[config.mk]
export PLATFORM = sky130hd
export DESIGN_NAME = dmem_arbiter
export DESIGN_NICKNAME = d
export VERILOG_FILES = /design/src/rtl/dmem_arbiter.sv
export SDC_FILE = /design/constraint.sdc
export NUM_CORES = 1
export LEC_CHECK = 0
export ABC_AREA = 1
export CORE_AREA = 2 2 59 61
export CTS_CLUSTER_DIAMETER = 200
export DETAILED_ROUTE_END_ITERATION = 12
export DIE_AREA = 0 0 61 63
export GPL_ROUTABILITY_DRIVEN = 0
export HOLD_SLACK_MARGIN = 0.1
export PLACE_DENSITY_LB_ADDON = 0.12
export SETUP_SLACK_MARGIN = 0.4
export SLEW_MARGIN = 5
export SYNTH_ARGS = -nofsm -noshare
export SYNTH_HDL_FRONTEND = slang
export SYNTH_SLANG_ARGS = --single-unit
[constraint.sdc]
create_clock -name clk -period 1.45 [get_ports clk]
set_clock_uncertainty 0.2 [all_clocks]
set_input_delay 0.2175 -clock clk [delete_from_list [all_inputs] [get_ports clk]]
set_output_delay 0.2175 -clock clk [all_outputs]
set_load 0.01 [all_outputs]
[src/rtl/dmem_arbiter.sv]
// ---------------------------------------------------------------------------
// dmem_arbiter
//
// Shares one single-port data memory between the core datapath (port 0) and
// a debug/DMA requester (port 1). Requests use a valid/ready handshake and are
// granted round-robin. Port 1 may lock the memory for atomic read-modify-write
// sequences. A lock held for LOCK_MAX cycles is forcibly released so that the
// core cannot starve.
//
// Ports
//   clk, rst                  clock (rising edge), async active-high reset
//   pX_valid / pX_ready       request handshake per port
//   pX_we, pX_addr, pX_wdata  request contents per port
//   pX_rsp_valid              response for the request accepted last cycle
//   pX_rsp_rdata              read data (0 for writes and when idle)
//   dbg_lock                  port 1 lock request
//   lock_err                  one-cycle pulse on forced lock release
//   mem_e, mem_we, mem_addr,
//   mem_wdata                 memory drive (all 0 when no access)
//   mem_rdata                 memory read data, one cycle after a read
// ---------------------------------------------------------------------------
module dmem_arbiter #(
    parameter int ADDR_W   = 4,
    parameter int DATA_W   = 8,
    parameter int LOCK_MAX = 16
) (
    input  logic              clk,
    input  logic              rst,
    input  logic              p0_valid,
    output logic              p0_ready,
    input  logic              p0_we,
    input  logic [ADDR_W-1:0] p0_addr,
    input  logic [DATA_W-1:0] p0_wdata,
    output logic              p0_rsp_valid,
    output logic [DATA_W-1:0] p0_rsp_rdata,
    input  logic              p1_valid,
    output logic              p1_ready,
    input  logic              p1_we,
    input  logic [ADDR_W-1:0] p1_addr,
    input  logic [DATA_W-1:0] p1_wdata,
    output logic              p1_rsp_valid,
    output logic [DATA_W-1:0] p1_rsp_rdata,
    input  logic              dbg_lock,
    output logic              lock_err,
    output logic              mem_e,
    output logic              mem_we,
    output logic [ADDR_W-1:0] mem_addr,
    output logic [DATA_W-1:0] mem_wdata,
    input  logic [DATA_W-1:0] mem_rdata
);

    localparam int CNT_W = $clog2(LOCK_MAX + 1);
    localparam logic [CNT_W-1:0] CNT_MAX = CNT_W'(LOCK_MAX);

    typedef enum logic [1:0] {
        ST_ARB,
        ST_LOCKED,
        ST_REL_WAIT
    } state_t;

    state_t           r_state;
    logic             r_last;
    logic [CNT_W-1:0] r_lockCnt;
    logic             r_rspValid;
    logic             r_rspPort;
    logic             r_rspWe;
    logic             r_lockErr;

    logic w_acc0;
    logic w_acc1;

    // Grant logic. r_last names the most recently accepted port, so on a tie
    // the other port wins. Ready is forced low during reset so every output
    // is quiet the moment reset is asserted.
    always_comb begin
        p0_ready = 1'b0;
        p1_ready = 1'b0;
        if (!rst) begin
            if (r_state == ST_LOCKED) begin
                p1_ready = p1_valid;
            end else begin
                p0_ready = p0_valid & (~p1_valid | r_last);
                p1_ready = p1_valid & (~p0_valid | ~r_last);
            end
        end
    end

    assign w_acc0 = p0_valid & p0_ready;
    assign w_acc1 = p1_valid & p1_ready;

    // Memory drive is muxed from the winner and held at zero when idle.
    always_comb begin
        mem_e     = w_acc0 | w_acc1;
        mem_we    = 1'b0;
        mem_addr  = '0;
        mem_wdata = '0;
        if (w_acc0) begin
            mem_we    = p0_we;
            mem_addr  = p0_addr;
            mem_wdata = p0_wdata;
        end else if (w_acc1) begin
            mem_we    = p1_we;
            mem_addr  = p1_addr;
            mem_wdata = p1_wdata;
        end
    end

    // Responses come from the registered tag; read data passes straight
    // through from the memory, which has one cycle of latency.
    assign p0_rsp_valid = r_rspValid & ~r_rspPort;
    assign p1_rsp_valid = r_rspValid &  r_rspPort;
    assign p0_rsp_rdata = (p0_rsp_valid & ~r_rspWe) ? mem_rdata : '0;
    assign p1_rsp_rdata = (p1_rsp_valid & ~r_rspWe) ? mem_rdata : '0;
    assign lock_err     = r_lockErr;

    // Arbitration state, lock counter and response tag. A forced release
    // hands priority to port 0 by marking port 1 as last, and the REL_WAIT
    // state refuses a new lock until dbg_lock has been seen low once.
    always_ff @(posedge clk or posedge rst) begin
        if (rst) begin
            r_state    <= ST_ARB;
            r_last     <= 1'b1;
            r_lockCnt  <= '0;
            r_rspValid <= 1'b0;
            r_rspPort  <= 1'b0;
            r_rspWe    <= 1'b0;
            r_lockErr  <= 1'b0;
        end else begin
            r_lockErr  <= 1'b0;
            r_rspValid <= w_acc0 | w_acc1;
            r_rspPort  <= w_acc1;
            r_rspWe    <= mem_we;
            if (w_acc0) begin
                r_last <= 1'b0;
            end else if (w_acc1) begin
                r_last <= 1'b1;
            end
            case (r_state)
                ST_ARB: begin
                    if (w_acc1 && dbg_lock) begin
                        r_state   <= ST_LOCKED;
                        r_lockCnt <= CNT_W'(1);
                    end
                end
                ST_LOCKED: begin
                    if (!dbg_lock) begin
                        r_state   <= ST_ARB;
                        r_lockCnt <= '0;
                    end else if (r_lockCnt >= CNT_MAX) begin
                        r_state   <= ST_REL_WAIT;
                        r_lockCnt <= '0;
                        r_lockErr <= 1'b1;
                        r_last    <= 1'b1;
                    end else begin
                        r_lockCnt <= r_lockCnt + CNT_W'(1);
                    end
                end
                ST_REL_WAIT: begin
                    if (!dbg_lock) begin
                        r_state <= ST_ARB;
                    end
                end
                default: begin
                    r_state   <= ST_ARB;
                    r_lockCnt <= '0;
                end
            endcase
        end
    end

endmodule

==> flow_metrics.py <==
metrics = {
    "power_and_ir_drop": {
        "finalPower_mw": 1.522,
        "powerDensity_mw_per_mm2": 603.0,
        "p_leak_nw": 1.250,
        "ir_worst_vdd_v": 0.0006079,
    },
    "final_layout": {
        "stdcell_count": 307,
        "nets": 303,
        "fin_area_sq_mm": 0.002524,
        "antenna_cells": 0,
        "drive_gt1_share_pct": 62.84,
        "area_growth_pct": 169.7,
        "finish.utilization_pct": 78.09,
    },
    "detailed_routing": {
        "dr_total_vias": 1353,
        "drt_first_pass_iters": 4,
        "wl_microns": 4051,
        "drt-wirelength-per-cell_microns": 13.20,
        "via_per_inst": 4.407,
        "drc": 0,
        "drt_iter0_drc": 8,
        "ant_nets": 0,
    },
    "synth": {
        "synth_edf_count": 0,
        "synth_warnings": 0,
        "synth_top_area_share_pct": 29.41,
        "synth_area_per_cell_sq_um": 6.591,
        "syn-instance-count": 142,
        "netlist_area_sq_um": 935.9,
        "yosysMostFrequentCell": "nand2_1",
        "ys.flop_type": "dfrtp_1",
        "async_flop_share_pct": 100.0,
        "syn-num-nets": 183,
        "synth_cell_type_count": 23,
        "synth_area_leaders": "dfrtp_1 29%, nand2_1 18%, nand2_2 8.0%",
        "post-synth-top-area-cell": "dfrtp_1",
        "ys_ff_latch": 12,
        "ys_top_cells_by_count": "45 x nand2_1, 20 x nor2_1, 19 x inv_1, 12 x nand2_2, 11 x dfrtp_1",
        "yosysSeqAreaShare_pct": 32.22,
    },
    "worst_setup_path": {
        "crit_path_start": "r_last$_DFF_PP1_",
        "r2r_cells": 9,
        "worstSetupStartpointType": "register",
        "crit_end": "mem_addr[0]",
        "end_kind": "output pin",
        "crit_fanout": 7,
        "cp.required_ps": 1030,
        "r2r-start": "r_last$_DFF_PP1_",
        "reg2reg_to": "r_lockCnt[1]$_DFFE_PP0P_",
        "arrival_ps": 1570,
        "crit_type": "reg -> out",
        "rrSetupSlack_ps": -270,
    },
    "clocking": {
        "cts_max_level": 1,
        "cts_tree": "done",
        "cts_buffers": 3,
        "cts.path.max_buffers": 2,
        "clk_pin_slew_ps": 80,
        "clockRootBuffer": "clkbuf_4",
        "clock_latency_ps": 290,
        "cts.sinks": 12,
    },
    "die": {
        "die_x_microns": 61,
        "rows": 21,
        "initial_core_util_pct": 28.96,
        "die_h_microns": 63,
        "core_area_sq_mm": 0.003232,
        "io_pins": 74,
        "dieArea_sq_mm": 0.003843,
    },
    "placed_design": {
        "dp.cells": 276,
        "io_buffers": 73,
        "place_ws_ps": -829.0,
        "placedInstanceArea_sq_mm": 0.002021,
        "dp_hpwl_microns": 2517,
    },
    "run": {
        "cap_viol_max_count": 0,
    },
    "timing": {
        "finalSetupViolCount": 43,
        "hold_slack_ps": 113.8,
        "rsz0062_at_grt": "true",
        "fin_crit_ps": 1985,
        "slew_headroom_pct": 82.60,
        "tns_ps": -14400,
        "setup_slack_ps": -535.5,
        "max_freq_mhz": 503.7,
        "tightest_slew_ps": 260.7,
        "finalMaxSlewViolations": 0,
        "finalHoldViolCount": 0,
        "fin_crit_sh_pct": 136.9,
    },
    "global_routing": {
        "grt_pass1_wl_microns": 5720,
        "grt_overflow": 0,
        "grt_pass1_vias": 1326,
        "grt_max_degree": 15,
        "antenna_found_initial": 0,
        "gr-usage-all-layers_pct": 19.39,
    },
    "hold_path": {
        "hold_path_class": "in -> async",
    },
    "outcome": {
        "outcome": "finished, violations left",
        "failed_checks": "negative setup slack",
    },
}
[where the power goes]
part           total (mW)  internal (mW)  switching, mW
Sequential          0.411          0.374         0.0374
Clock               0.276          0.153          0.123
Combinational       0.834          0.459          0.375
[worst max-delay path, stage by stage (launching register included)]
cell and delay [ps]:
dfstp_2 550, buf_4 120, nand2_2 50, inv_2 70
nand2_4 70, nand2_8 100, clkinv_8 90, nand2_2 70
nand2_2 40, buf_2 130
[sequential cells by signal, indices dropped and copies added, names as in the netlist]
name and cells:
r_rspWe 1, r_rspValid 1, r_lockCnt 5, lock_err 1, r_last 1, r_state 2
r_rspPort 1
[kinds of logic after synthesis]
group           after synthesis  share of synthesized area [%]
flops                        12                          32.22
fa+ha+maj                     2                          2.673
xor+xnor                      2                          1.872
compound gates                4                          2.674
buf+inv                      26                          13.50
simple gates                 96                          47.06
[cell type report]
cell class                      instances  area (sq um)
Inverter                               24         110.1
Clock buffer                            4         36.28
Timing Repair Buffer                  115          1175
Tap cell                               46         57.56
Sequential cell                        12         301.5
Timing Repair inverter                  2         15.01
Multi-Input combinational cell        104         828.3
Fill cell                             220         708.2
[layout by cell type (no fill, tap or decap), types with 3 or more instances in the layout]
master | Yosys | layout
buf_6 | 1 | 51
clkdlybuf4s50_1 | 0 | 37
nand2_2 | 12 | 35
nor2_4 | 1 | 20
buf_4 | 0 | 17
inv_1 | 19 | 14
nand2_1 | 45 | 13
dfrtp_1 | 11 | 11
nand3_1 | 9 | 8
inv_2 | 3 | 7
nand2_4 | 1 | 7
buf_2 | 0 | 5
nand4_1 | 3 | 3
nand2_8 | 0 | 3
clkbuf_4 | 0 | 3
buf_12 | 1 | 3
[per-layer routing]
metal  routed length, microns  up-vias  GRT usage, %
met2                     2298       42         34.68
met4                       77        0         8.967
met5                        0        -             0
met3                      231        7         3.727
met1                     1443      634         20.97
li1                         -      670             -
[how the worst min path moves through the flow]
stage	start	to	cells after the start
after floorplan	rst	lock_err$_DFF_PP0_	1
after global placement	r_lockCnt[3]$_DFFE_PP0P_	r_lockCnt[3]$_DFFE_PP0P_	2
after detailed placement	r_lockCnt[3]$_DFFE_PP0P_	r_lockCnt[3]$_DFFE_PP0P_	2
after CTS	rst	r_state[0]$_DFFE_PP0P_	3
after global routing	rst	r_lockCnt[3]$_DFFE_PP0P_	3
final	rst	lock_err$_DFF_PP0_	3
[what timing repair did]
action | in CTS | in global routing
resized for setup | 203 | 27
endpoints found under the hold margin | 6 | 0
setup endpoints to repair | 47 | 47
buffers inserted | 21 | 4
cloned | 1 | 1
pin swaps | 9 | 7
No activity file was read; power rests on OpenSTA's default activity.
==> variant: new RTL, same settings <==
The parameter `ADDR_W` goes from 4 to 5.
--- a/src/rtl/dmem_arbiter.sv
+++ b/src/rtl/dmem_arbiter.sv
@@ -22,3 +22,3 @@
 module dmem_arbiter #(
-    parameter int ADDR_W   = 4,
+    parameter int ADDR_W   = 5,
     parameter int DATA_W   = 8,
Ports: changed (resized mem_addr, p0_addr and p1_addr); port bits go from 74 to 77. No check against the original RTL was run, so the function may have changed too.
==> variant against the unedited design <==
  * The run still ends with setup timing left
  * Worst setup slack gained 0.023 ns
  * Total power increased by 5.9%
  * Sequential cell count is the same
  * Routed wire length up 9.7%
  * Sequential power is essentially flat
  * Register-to-register slack got worse by 0.21 ns
  * Final area grew 5.0%
  * Die area is the same
  * Global-route usage is 1.8 points higher
  * Utilization increased by 3.9 points
  * Area after synthesis shrank 4.5%
  * First-iteration DRC count rose to 2.9 times the old value
  * Critical endpoint unchanged
==> variant: results (changes against the unedited design) <==
| Metric | Value |
|---|---|
| Post-Syn Nets | 188 (was 183) |
| Global-route wire length before repair | 6220 um (was 5720 um) |
| Total wire length | 4450 um (was 4050 um) |
| GRT Overall Usage | 0.211 (was 0.194) |
| # fillers | 195 (was 220) |
| Dpl cells | 280 (was 276) |
| Synth cell types | 20 (was 23) |
| Area contributors post-synth | dfrtp_1 31%, nand2_1 24%, nor2_1 9.2% (was dfrtp_1 29%, nand2_1 18%, nand2_2 8.0%) |
| 1st-iter DRT viols | 23 (was 8) |
| LEAKAGE | 1.29 nW (was 1.25 nW) |
| Largest net degree at the start of global routing | 13 (was 15) |
| DRT Pass-1 Iters | 4 (unchanged) |
| Met3 GRT Util | 0.0621 (was 0.0373) |
| CP max stage cell | dfstp_2 (unchanged) |
| Layout cells sized above 1 | 0.597 (was 0.628) |
| Wire length on met2 | 2630 um (was 2300 um) |
| Post-place instance area | 2000 sq um (was 2020 sq um) |
| Reg2Reg Setup Slack | -0.48 ns (was -0.27 ns) |
| Failing checks | setup timing (unchanged) |
| Hold slack | 0.131 ns (was 0.114 ns) |
| IO buf count | 76 (was 73) |
| Finished Core Util | 0.820 (was 0.781) |
| Highest Signal Layer | met4 (unchanged) |
| Arr. time, crit path | 1.54 ns (was 1.57 ns) |
| Worst VDD drop | 614 uV (was 608 uV) |
| Setup ws final | -0.512 ns (was -0.535 ns) |
| Met1 WL | 1470 um (was 1440 um) |
| Sequential fraction of the synthesis area | 0.338 (was 0.322) |
| Syn_area_per_cell | 6.16 sq um (was 6.59 sq um) |
| DR vias | 1434 (was 1353) |
| CTS Buffer Depth | 2 (unchanged) |
| Global routing usage on met2 | 0.403 (was 0.347) |
| HPWL after DPL | 2610 um (was 2520 um) |
| Setup TNS | -16.63 ns (was -14.40 ns) |
| Synth top cells by count | 58 x nand2_1, 22 x nor2_1, 20 x inv_1 (was 45 x nand2_1, 20 x nor2_1, 19 x inv_1) |
| Met3 wire len | 273 um (was 231 um) |
| Non-filler cells, final | 319 (was 307) |
| Number of global-route vias before repair | 1395 (was 1326) |
| Worst slew margin | 0.807 (was 0.826) |
| Final setup vio count | 45 (was 43) |
| Met1 global-route usage | 0.227 (was 0.210) |
| Status | complete, but fails checks (unchanged) |
==> variant: changes by cell type in the layout (fill, tap and decap cells not counted), sizes merged <==
cell,unedited run,this run
nand2,58,61
clkdlybuf4s50,37,39
dlygate4sd2,2,1
buf,76,84
==> variant: worst reg2reg max path: cells and delay by family (launching register included) <==
family	cells	cell delay, ns
simple gates	5	0.33
buf+inv	7	0.73
flops	1	0.56
==> variant: repair_timing <==
action / 4_1_cts / 5_1_grt
endpoints found under the setup margin: 48 / 48
resized for setup: 235 / 23
setup buffers: 23 / 10
gates cloned: 2 / 0
pin swaps: 18 / 10
hold buffers: 0 / 0
==> variant: worst paths after layout <==
| check | start | end | depth (start not counted) |
|---|---|---|---|
| max | r_last | mem_addr[0] | 9 |
| min | rst | r_state[0] | 3 |
| max reg2reg | r_last | r_rspWe | 12 |
| min reg2reg | r_lockCnt[3] | r_lockCnt[3] | 2 |
| max in group asynchronous | rst | r_last | 3 |
| min in group clk | r_lockCnt[3] | r_lockCnt[3] | 2 |
==> variant: power breakdown <==
group          leakage (nW)  switching [mW]  total (mW)  internal, mW
Sequential            0.158          0.0378       0.412         0.374
Clock                0.0210           0.123       0.275         0.153
Combinational          1.12           0.400       0.925         0.525
==> variant: kinds of logic (layout without fill, tap and decap cells) <==
kind of cell	count (synthesis)	count (layout)	synth area share
AOI/OAI and AO/OA	4	4	0.0280
xor gates and xnor gates	2	2	0.0196
adders and majority gates	2	2	0.0280
buffers and inverters	26	154	0.126
DFF	12	12	0.338
and+or+nand+nor	99	99	0.461
==> variant: area by class of cell <==
class,count,area share
repair buffers,124,0.492
inverters,24,0.0425
clock buffers,4,0.0137
repair inverters,2,0.00945
flip-flops and latches,12,0.114
well taps,46,0.0217
multi-input cells,107,0.307
